[src/rtl/lite_arb_pkg.sv]
// Shared FSM encodings, grant-width helper and DMA register offsets for the
// lite config-write arbiter and its benches.
package lite_arb_pkg;

  typedef enum logic [3:0] {
    ST_IDLE  = 4'b0001,
    ST_ISSUE = 4'b0010,
    ST_WAIT  = 4'b0100,
    ST_DONE  = 4'b1000
  } state_t;

  localparam int unsigned REG_DMACR  = 32'h30;
  localparam int unsigned REG_DMASR  = 32'h34;
  localparam int unsigned REG_DA     = 32'h48;
  localparam int unsigned REG_MSB    = 32'h4C;
  localparam int unsigned REG_LENGTH = 32'h58;

  // Width of a requester index; never narrower than one bit.
  function automatic int unsigned grant_w(input int unsigned n);
    return (n <= 2) ? 1 : $clog2(n);
  endfunction

endpackage

[src/rtl/lite_cfg_arbiter_rr_pick.sv]
// Round-robin selector: first pending index strictly after the last grant,
// wrapping around.
module rr_pick
  import lite_arb_pkg::*;
#(
  parameter  int unsigned N_REQ = 2,
  localparam int unsigned GW    = grant_w(N_REQ)
) (
  input  logic [N_REQ-1:0] pending,
  input  logic [GW-1:0]    last,
  output logic [GW-1:0]    idx,
  output logic             any
);

  localparam int unsigned CW = GW + 1;

  logic [CW-1:0] cand;
  logic          found;

  always_comb begin
    idx   = '0;
    found = 1'b0;
    cand  = '0;
    for (int unsigned k = 1; k <= N_REQ; k++) begin
      cand = CW'(last) + CW'(k);
      if (cand >= CW'(N_REQ)) cand = cand - CW'(N_REQ);
      if (!found && pending[cand[GW-1:0]]) begin
        idx   = cand[GW-1:0];
        found = 1'b1;
      end
    end
  end

  assign any = found;

endmodule

[src/rtl/lite_cfg_arbiter.sv]
// Shares one AXI-Lite register-write master between N_REQ requesters, one write
// outstanding at a time. Define LITE_ARB_TIMEOUT_EN to bound the WAIT state.
module lite_cfg_arbiter
  import lite_arb_pkg::*;
#(
  parameter  int unsigned N_REQ          = 2,
  parameter  int unsigned ADDR_W         = 10,
  parameter  int unsigned DATA_W         = 32,
  parameter  int unsigned TIMEOUT_CYCLES = 1023,
  localparam int unsigned GW             = grant_w(N_REQ)
) (
  input  logic                      clk,
  input  logic                      rst_n,
  input  logic [N_REQ-1:0]          req_valid,
  input  logic [N_REQ*ADDR_W-1:0]   req_awaddr,
  input  logic [N_REQ*DATA_W-1:0]   req_wdata,
  output logic [N_REQ-1:0]          req_end,
  output logic [N_REQ-1:0]          req_pending,
  output logic [N_REQ-1:0]          req_ovf,
  output logic [ADDR_W-1:0]         m_awaddr,
  output logic [DATA_W-1:0]         m_wdata,
  output logic                      m_valid,
  input  logic                      m_end,
  output logic [GW-1:0]             grant_id,
  output logic                      timeout_err
);

  state_t            state_q, state_d;
  logic [N_REQ-1:0]  clear_c, capture_c, ovf_c;
  logic [GW-1:0]     last_q, pick_idx;
  logic              pick_any;
  logic [ADDR_W-1:0] slot_addr [N_REQ];
  logic [DATA_W-1:0] slot_data [N_REQ];

`ifdef LITE_ARB_TIMEOUT_EN
  localparam int unsigned TW = $clog2(TIMEOUT_CYCLES + 1);
  logic [TW-1:0] tmo_cnt;
  logic          tmo_hit_c;
`endif

  rr_pick #(.N_REQ(N_REQ)) u_rr_pick (
    .pending (req_pending),
    .last    (last_q),
    .idx     (pick_idx),
    .any     (pick_any)
  );

  // Completion clears the slot, but a coincident new request wins.
  always_comb begin
    clear_c = '0;
    if (state_q == ST_DONE) clear_c[grant_id] = 1'b1;
    capture_c = req_valid & (~req_pending | clear_c);
    ovf_c     = req_valid & req_pending & ~clear_c;
  end

  always_ff @(posedge clk) begin
    if (!rst_n) state_q <= ST_IDLE;
    else        state_q <= state_d;
  end

  always_comb begin
    state_d = state_q;
`ifdef LITE_ARB_TIMEOUT_EN
    tmo_hit_c = 1'b0;
`endif
    case (state_q)
      ST_IDLE:  if (pick_any) state_d = ST_ISSUE;
      ST_ISSUE: state_d = ST_WAIT;
      ST_WAIT: begin
        if (m_end) state_d = ST_DONE;
`ifdef LITE_ARB_TIMEOUT_EN
        else if (tmo_cnt == TW'(TIMEOUT_CYCLES - 1)) begin
          state_d   = ST_DONE;
          tmo_hit_c = 1'b1;
        end
`endif
      end
      ST_DONE:  state_d = ST_IDLE;
      default:  state_d = ST_IDLE;
    endcase
  end

  // Slots, sticky flags and the registered master/requester interface.
  always_ff @(posedge clk) begin
    if (!rst_n) begin
      req_pending <= '0;
      req_ovf     <= '0;
      req_end     <= '0;
      m_valid     <= 1'b0;
      m_awaddr    <= '0;
      m_wdata     <= '0;
      grant_id    <= '0;
      last_q      <= GW'(N_REQ - 1);
      for (int unsigned i = 0; i < N_REQ; i++) begin
        slot_addr[i] <= '0;
        slot_data[i] <= '0;
      end
    end else begin
      for (int unsigned i = 0; i < N_REQ; i++) begin
        if (capture_c[i]) begin
          slot_addr[i] <= req_awaddr[i*ADDR_W +: ADDR_W];
          slot_data[i] <= req_wdata[i*DATA_W +: DATA_W];
        end
      end
      req_pending <= (req_pending & ~clear_c) | capture_c;
      req_ovf     <= req_ovf | ovf_c;
      m_valid     <= (state_d == ST_ISSUE);
      req_end     <= (state_d == ST_DONE) ? (N_REQ'(1) << grant_id) : '0;
      if (state_q == ST_IDLE && pick_any) begin
        grant_id <= pick_idx;
        m_awaddr <= slot_addr[pick_idx];
        m_wdata  <= slot_data[pick_idx];
      end
      if (state_q == ST_DONE) last_q <= grant_id;
    end
  end

`ifdef LITE_ARB_TIMEOUT_EN
  always_ff @(posedge clk) begin
    if (!rst_n) begin
      tmo_cnt     <= '0;
      timeout_err <= 1'b0;
    end else begin
      if (state_q == ST_ISSUE)     tmo_cnt <= '0;
      else if (state_q == ST_WAIT) tmo_cnt <= tmo_cnt + TW'(1);
      if (tmo_hit_c) timeout_err <= 1'b1;
    end
  end
`else
  assign timeout_err = 1'b0;
`endif

endmodule

[config.mk]
export PLATFORM = sky130hd
export DESIGN_NAME = lite_cfg_arbiter
export DESIGN_NICKNAME = d
export VERILOG_FILES = /design/src/rtl/lite_arb_pkg.sv /design/src/rtl/lite_cfg_arbiter_rr_pick.sv /design/src/rtl/lite_cfg_arbiter.sv
export SDC_FILE = /design/constraint.sdc
export NUM_CORES = 1
export LEC_CHECK = 0
export ABC_AREA = 0
export CAP_MARGIN = 20
export CORE_MARGIN = 2
export CORE_UTILIZATION = 53
export CTS_CLUSTER_SIZE = 16
export DETAILED_ROUTE_END_ITERATION = 8
export GPL_ROUTABILITY_DRIVEN = 1
export GPL_TIMING_DRIVEN = 0
export PLACE_DENSITY = 0.87
export SLEW_MARGIN = 20
export SYNTH_ARGS = -nofsm -noshare
export SYNTH_HDL_FRONTEND = slang
export SYNTH_SLANG_ARGS = --single-unit
[constraint.sdc]
create_clock -name clk -period 7.77 [get_ports clk]
set_input_delay 0.777 -clock clk [delete_from_list [all_inputs] [get_ports clk]]
set_output_delay 0.777 -clock clk [all_outputs]
set_load 0.005 [all_outputs]
; Word-level counts from Yosys, hierarchy flattened
; Memories as Yosys holds them, arrays and structs flattened. A register that Yosys moved wholly into a read port is not among the register bits.
; Index checks and enable logic that the tools add are counted.
[totals]
ff_bits = 13
wordCells = 73
out_inout_bits = 51
in_bits = 89
mem_bits_rw = 84
memories = 2
[op_classes]
n_bitwise = 13
n_mux = 27
n_eq_ne = 6
magnitude_cmp = 6
add_sub_neg = 4
n_reduce_logical = 7
shifts = 1
[mem_list]
columns = name, depth, word_bits, read_ports, rd_ports_with_merged_regs, wr, line_no
row1 = slot_data, 2, 32, 1, 1, 2, lite_cfg_arbiter.sv:33  ; logic [DATA_W-1:0] slot_data [N_REQ];
row2 = slot_addr, 2, 10, 1, 1, 2, lite_cfg_arbiter.sv:32  ; logic [ADDR_W-1:0] slot_addr [N_REQ];
[op_table]
columns = operator, count
row1 = 32-bit 2-to-1 mux, 2
row2 = 10-bit 2-to-1 mux, 2
row3 = 1-bit 2-to-1 mux, 18
row4 = 4-bit case mux with 3 select lines, 1
row5 = 2-bit bitwise AND, 4
row6 = "4-bit by 2-bit equality test with 1-bit output, second input constant", 2
row7 = "4-bit equality test, second input constant", 2
row8 = 4-bit 2-to-1 mux, 2
row9 = "1-bit by 2-bit < comparator with 1-bit output, second input constant", 3
row10 = 2-bit OR, 3
row11 = "4-bit by 1-bit equality test with 1-bit output, second input constant", 1
row12 = "4-bit by 3-bit equality test with 1-bit output, second input constant", 1
row13 = "2-bit >= comparator, second input constant", 2
row14 = 2-bit inverter, 2
row15 = 1-bit OR, 4
row16 = 1-bit logical AND, 3
row17 = 1-bit logical NOT, 3
row18 = "1-bit by 1-bit adder with 2-bit output, second input constant", 1
row19 = "1-bit by 2-bit adder with 2-bit output, second input constant", 1
row20 = 2-bit 2-to-1 mux, 1
row21 = 2-bit AND reduction, 1
row22 = "1-bit by 1-bit left shift with 2-bit output, first input constant", 1
row23 = "1-bit subtractor, second input constant", 2
row24 = 1-bit demux with 1-bit select, 1
row25 = "1-bit >= comparator, second input constant", 1

; Depth between registers and ports, before layout
[logic_depth]
depth_word = 13
depth_mapped = 6
mapped_depth_nobuf = 3

; By module
; Synthesis repeated with hierarchy kept, for this count alone.
[unflattened]
hier_cells = 384
area_unflattened_um2 = 5415.2
[by_module_without_submodules]
columns = module, instances, seq_area_each_um2, cells_per_inst, area_per_inst_um2
row1 = lite_cfg_arbiter, 1, 3623.5, 382, 5401.4
row2 = rr_pick, 1, 0.0, 2, 13.8

; Worst setup path after synthesis
; No wires, ideal clock.
[synth_timing]
path_type = register -> register
startpoint = register state_q[1]
endpoint = memory slot_addr[0][0] (enable)
period_less_slack_ns = 4.617
stages_incl_launch_ff = 5
arrival_time_ns = 4.117
t_required_ns = 7.270
slack_ns = 3.153
path_cell_list = dfxtp_1 > buf_6 > or4b_4 > o21a_1 > o21ai_0
[synth_rtl]
columns = item, line_no
row1 = from (decl), lite_cfg_arbiter.sv:28  ; state_t state_q, state_d;
row2 = from (signal assigned), lite_cfg_arbiter.sv:58  ; else state_q <= state_d;
row3 = to (decl), lite_cfg_arbiter.sv:32

==> results.rst <==
.. list-table::
   :header-rows: 1

   * - Metric
     - Value
   * - Most used standard cell by instance count after synthesis
     - sky130_fd_sc_hd__edfxtp_1
   * - Post-synthesis register bit count
     - 139
   * - Antenna cells
     - 0
   * - Remaining antenna violation count
     - 0
   * - Type of destination of the critical path
     - flop
   * - Post-CTS Hold Fix Bufs
     - 0
   * - Total number of nets in the final design
     - roughly 650
   * - Final Hold Vio Count
     - 0
   * - Number of warnings issued by yosys
     - 0
   * - Mean area per synthesized cell
     - 14.1 µm²
   * - Pins Over Slew Limit
     - 0
   * - Max Buffers Root-to-Sink
     - 2
   * - Final-layout worst hold slack
     - 458 ps
   * - Area of the multi-input gates
     - 0.00175 mm²
   * - Count of filler cells inserted in the layout
     - 619
   * - Congestion Overflow GR
     - 0
   * - Worst-Margin Slew
     - between 700 and 800 ps
   * - Max Fanout on Critical Path
     - 16
   * - Post-cts gate resize count
     - 0
   * - Initial DRT Pass Iterations
     - 7
   * - Syn Inst Count
     - 402
   * - Worst-case headroom to the max-slew limit
     - 51.4%
   * - Number of buffer cells added on primary ports
     - 138
   * - Fmax achieved
     - 372 MHz
   * - Dominant register cell in the synthesized netlist
     - sky130_fd_sc_hd__edfxtp_1
   * - Global-route wire length before repair
     - 23.5 mm
   * - CP Data Required Time
     - 8060 ps
   * - Power density relative to cell area
     - ~260 mW/mm²
   * - Maximum vdd drop
     - approximately 0.00017 V
   * - Syn nets
     - approximately 490
   * - Average vias per placed instance
     - 6.23
   * - Final setup violation count
     - 0
   * - Area grow syn2layout
     - 39.3%
   * - Number of global-route vias before repair
     - roughly 4500
   * - Sequential Area
     - 0.00362 mm²
   * - Detail-routed net length per standard cell
     - 21.9 µm
   * - Cell types with the highest counts after synthesis
     - sky130_fd_sc_hd__edfxtp_1 (84), sky130_fd_sc_hd__and3_1 (80), sky130_fd_sc_hd__dfxtp_1 (55)
   * - Power after layout
     - about 2000 µW
   * - Sort of element at the start of the critical path
     - input pin
   * - Global Route Usage Sum
     - a little over a quarter
   * - Core footprint
     - about 0.010 mm²
   * - Standard-cell row count
     - 37
   * - Most area-hungry cell type in the Yosys netlist
     - sky130_fd_sc_hd__edfxtp_1
   * - Effective utilization at floorplan
     - 54.7%
   * - Register area share after synthesis
     - 63.9%
   * - Number of synthesized flops with an enable pin
     - 84
   * - Post-place instance area
     - ~0.0073 mm²
   * - Root buffer cell
     - sky130_fd_sc_hd__clkbuf_8
   * - Critical path data arrival time
     - slightly below 3000 ps
   * - Final Cycle Share
     - ~35%
   * - DRC
     - 0
   * - Final estimated routing congestion in global placement
     - 0.835
   * - Largest net degree at the start of global routing
     - 25
   * - Total die area
     - 0.0115 mm²
   * - Top cells by area in the synthesized netlist
     - sky130_fd_sc_hd__edfxtp_1 (45%), sky130_fd_sc_hd__dfxtp_1 (19%), sky130_fd_sc_hd__and3_1 (8.8%)
   * - Count of boundary I/O pins
     - 140
   * - Post-CTS Repair Setup Buffers
     - 0
   * - Fraction of final layout cells sized beyond drive strength 1
     - 17.0%
   * - Max Cap Viol
     - 0
   * - Area of the mapped netlist
     - 0.00567 mm²
   * - CTS tree
     - done
   * - Path category of the worst min-delay check
     - flop to flop
   * - Clk_lat worst skew
     - 530 ps
   * - DP Wirelength
     - between 10 and 15 mm
   * - TritonCTS buffer count
     - 17
   * - Final standard cell area without fillers
     - 0.00789 mm²
   * - Setup TNS
     - 0 ps
   * - Number of antenna violations at the first check in global routing
     - 0
   * - Number of distinct library cell variants in the gate-level netlist after synthesis
     - 38
   * - Total via count in the routed design
     - 4433
   * - Final Routed Wirelength
     - 15.6 mm
   * - Fraction of synthesized cell area taken by the top area cell type
     - 44.5%
   * - Post-CTS clock slew at the launch and capture registers of the worst setup and hold paths
     - 60 ps
   * - Deepest level of the CTS H-tree
     - 4
   * - Min Clock Period, post-route
     - roughly 2700 ps
   * - Kind of critical path
     - input pin to flop
   * - Leakage Power
     - 0.00317 µW
   * - Die extent in x
     - approximately 110 µm
   * - RSZ-0062 raised after global routing
     - false
   * - FFs w/ async S/R, synth
     - 0%
   * - Chip height
     - 107 µm
   * - Max Clock Skew
     - 10.0 ps
   * - Detailed router's first-iteration violation count
     - about 390
   * - Outcome
     - finished clean
   * - Number of sinks on the clock net
     - ~140
through the flow:
step	setup WS (ps)	std cells	util, %
final	5080	711	76.1
after global routing	4940	711	76.1
after CTS	5110	711	76.1
after detailed placement	4550	679	70.5
after global placement	1520	676	69.6
after floorplan	3150	402	-
power by group:
part	switching, µW	leakage, µW	total (µW)	internal [µW]
clock	309	0.000286	805	496
combinational	141	0.00153	333	193
sequential	40.3	0.00136	903	863
cells in the final DEF (no fill, tap or decap), drive strengths merged:
cell,count
inv,6
a21oi,1
nor2,2
nor4b,1
nand2,5
bufinv,3
or2,1
o31ai,1
dfxtp,55
o21ai,3
nor3b,2
o21a,5
edfxtp,84
clkinv,5
xor2,1
nand3,1
and4b,1
clkbuf,56
clkdlybuf4s50,138
clkinvlp,2
mux2i,1
nand2b,1
or4b,2
o32a,42
conb,1
nor2b,3
and2,3
a21boi,2
o221ai,1
o221a,42
and3,84
a21bo,1
buf,17
o2111ai,2
cells by family (layout without fill, tap and decap cells):
kind of cell / after synthesis / count (layout) / share of synthesized area, %
xor+xnor: 1 / 1 / 0.155
buf+inv: 54 / 227 / 5.65
flops: 139 / 139 / 63.9
simple gates: 106 / 106 / 12.1
compound gates: 100 / 100 / 17.9
mux: 1 / 1 / 0.177
other cells: 1 / 1 / 0.0662
registers in the layout, summed over array words and instances, names as in the netlist:
register,flops
slot_addr,20
req_end,2
m_awaddr,10
req_pending,2
last_q,1
grant_id,1
slot_data,64
m_wdata,32
req_ovf,2
m_valid,1
state_q,4
layout make-up:
cell class	instances	area share, %
plain buffers	50	3.87
clock inverters	12	1.85
repair buffers	141	18.4
clock buffers	20	5.52
flip-flops and latches	139	45.9
inverters	4	0.190
well taps	136	2.16
multi-input cells	209	22.1
worst max-delay path: stages:
cell and delay [ps]:
sky130_fd_sc_hd__clkdlybuf4s50_1 560, sky130_fd_sc_hd__clkbuf_1 400, sky130_fd_sc_hd__clkbuf_1 510, sky130_fd_sc_hd__o21ai_4 300
sky130_fd_sc_hd__buf_8 250, sky130_fd_sc_hd__buf_16 160
layer usage:
metal	share of wire [%]	track usage (%)
met1	37	33.3
met2	51	46.0
met3	9.2	7.02
met4	3.1	12.4
met5	0	0
worst paths after layout:
check	slack (ps)	cells past startpoint	end	start
worst max-delay path	5080	6	slot_data[0][24]	rst_n
worst min-delay path	460	2	req_ovf[0]	req_ovf[0]
worst max register to register	5360	6	slot_data[0][24]	state_q[1]
worst min register to register	460	2	req_ovf[0]	req_ovf[0]
(Power assumes the default switching activity.)
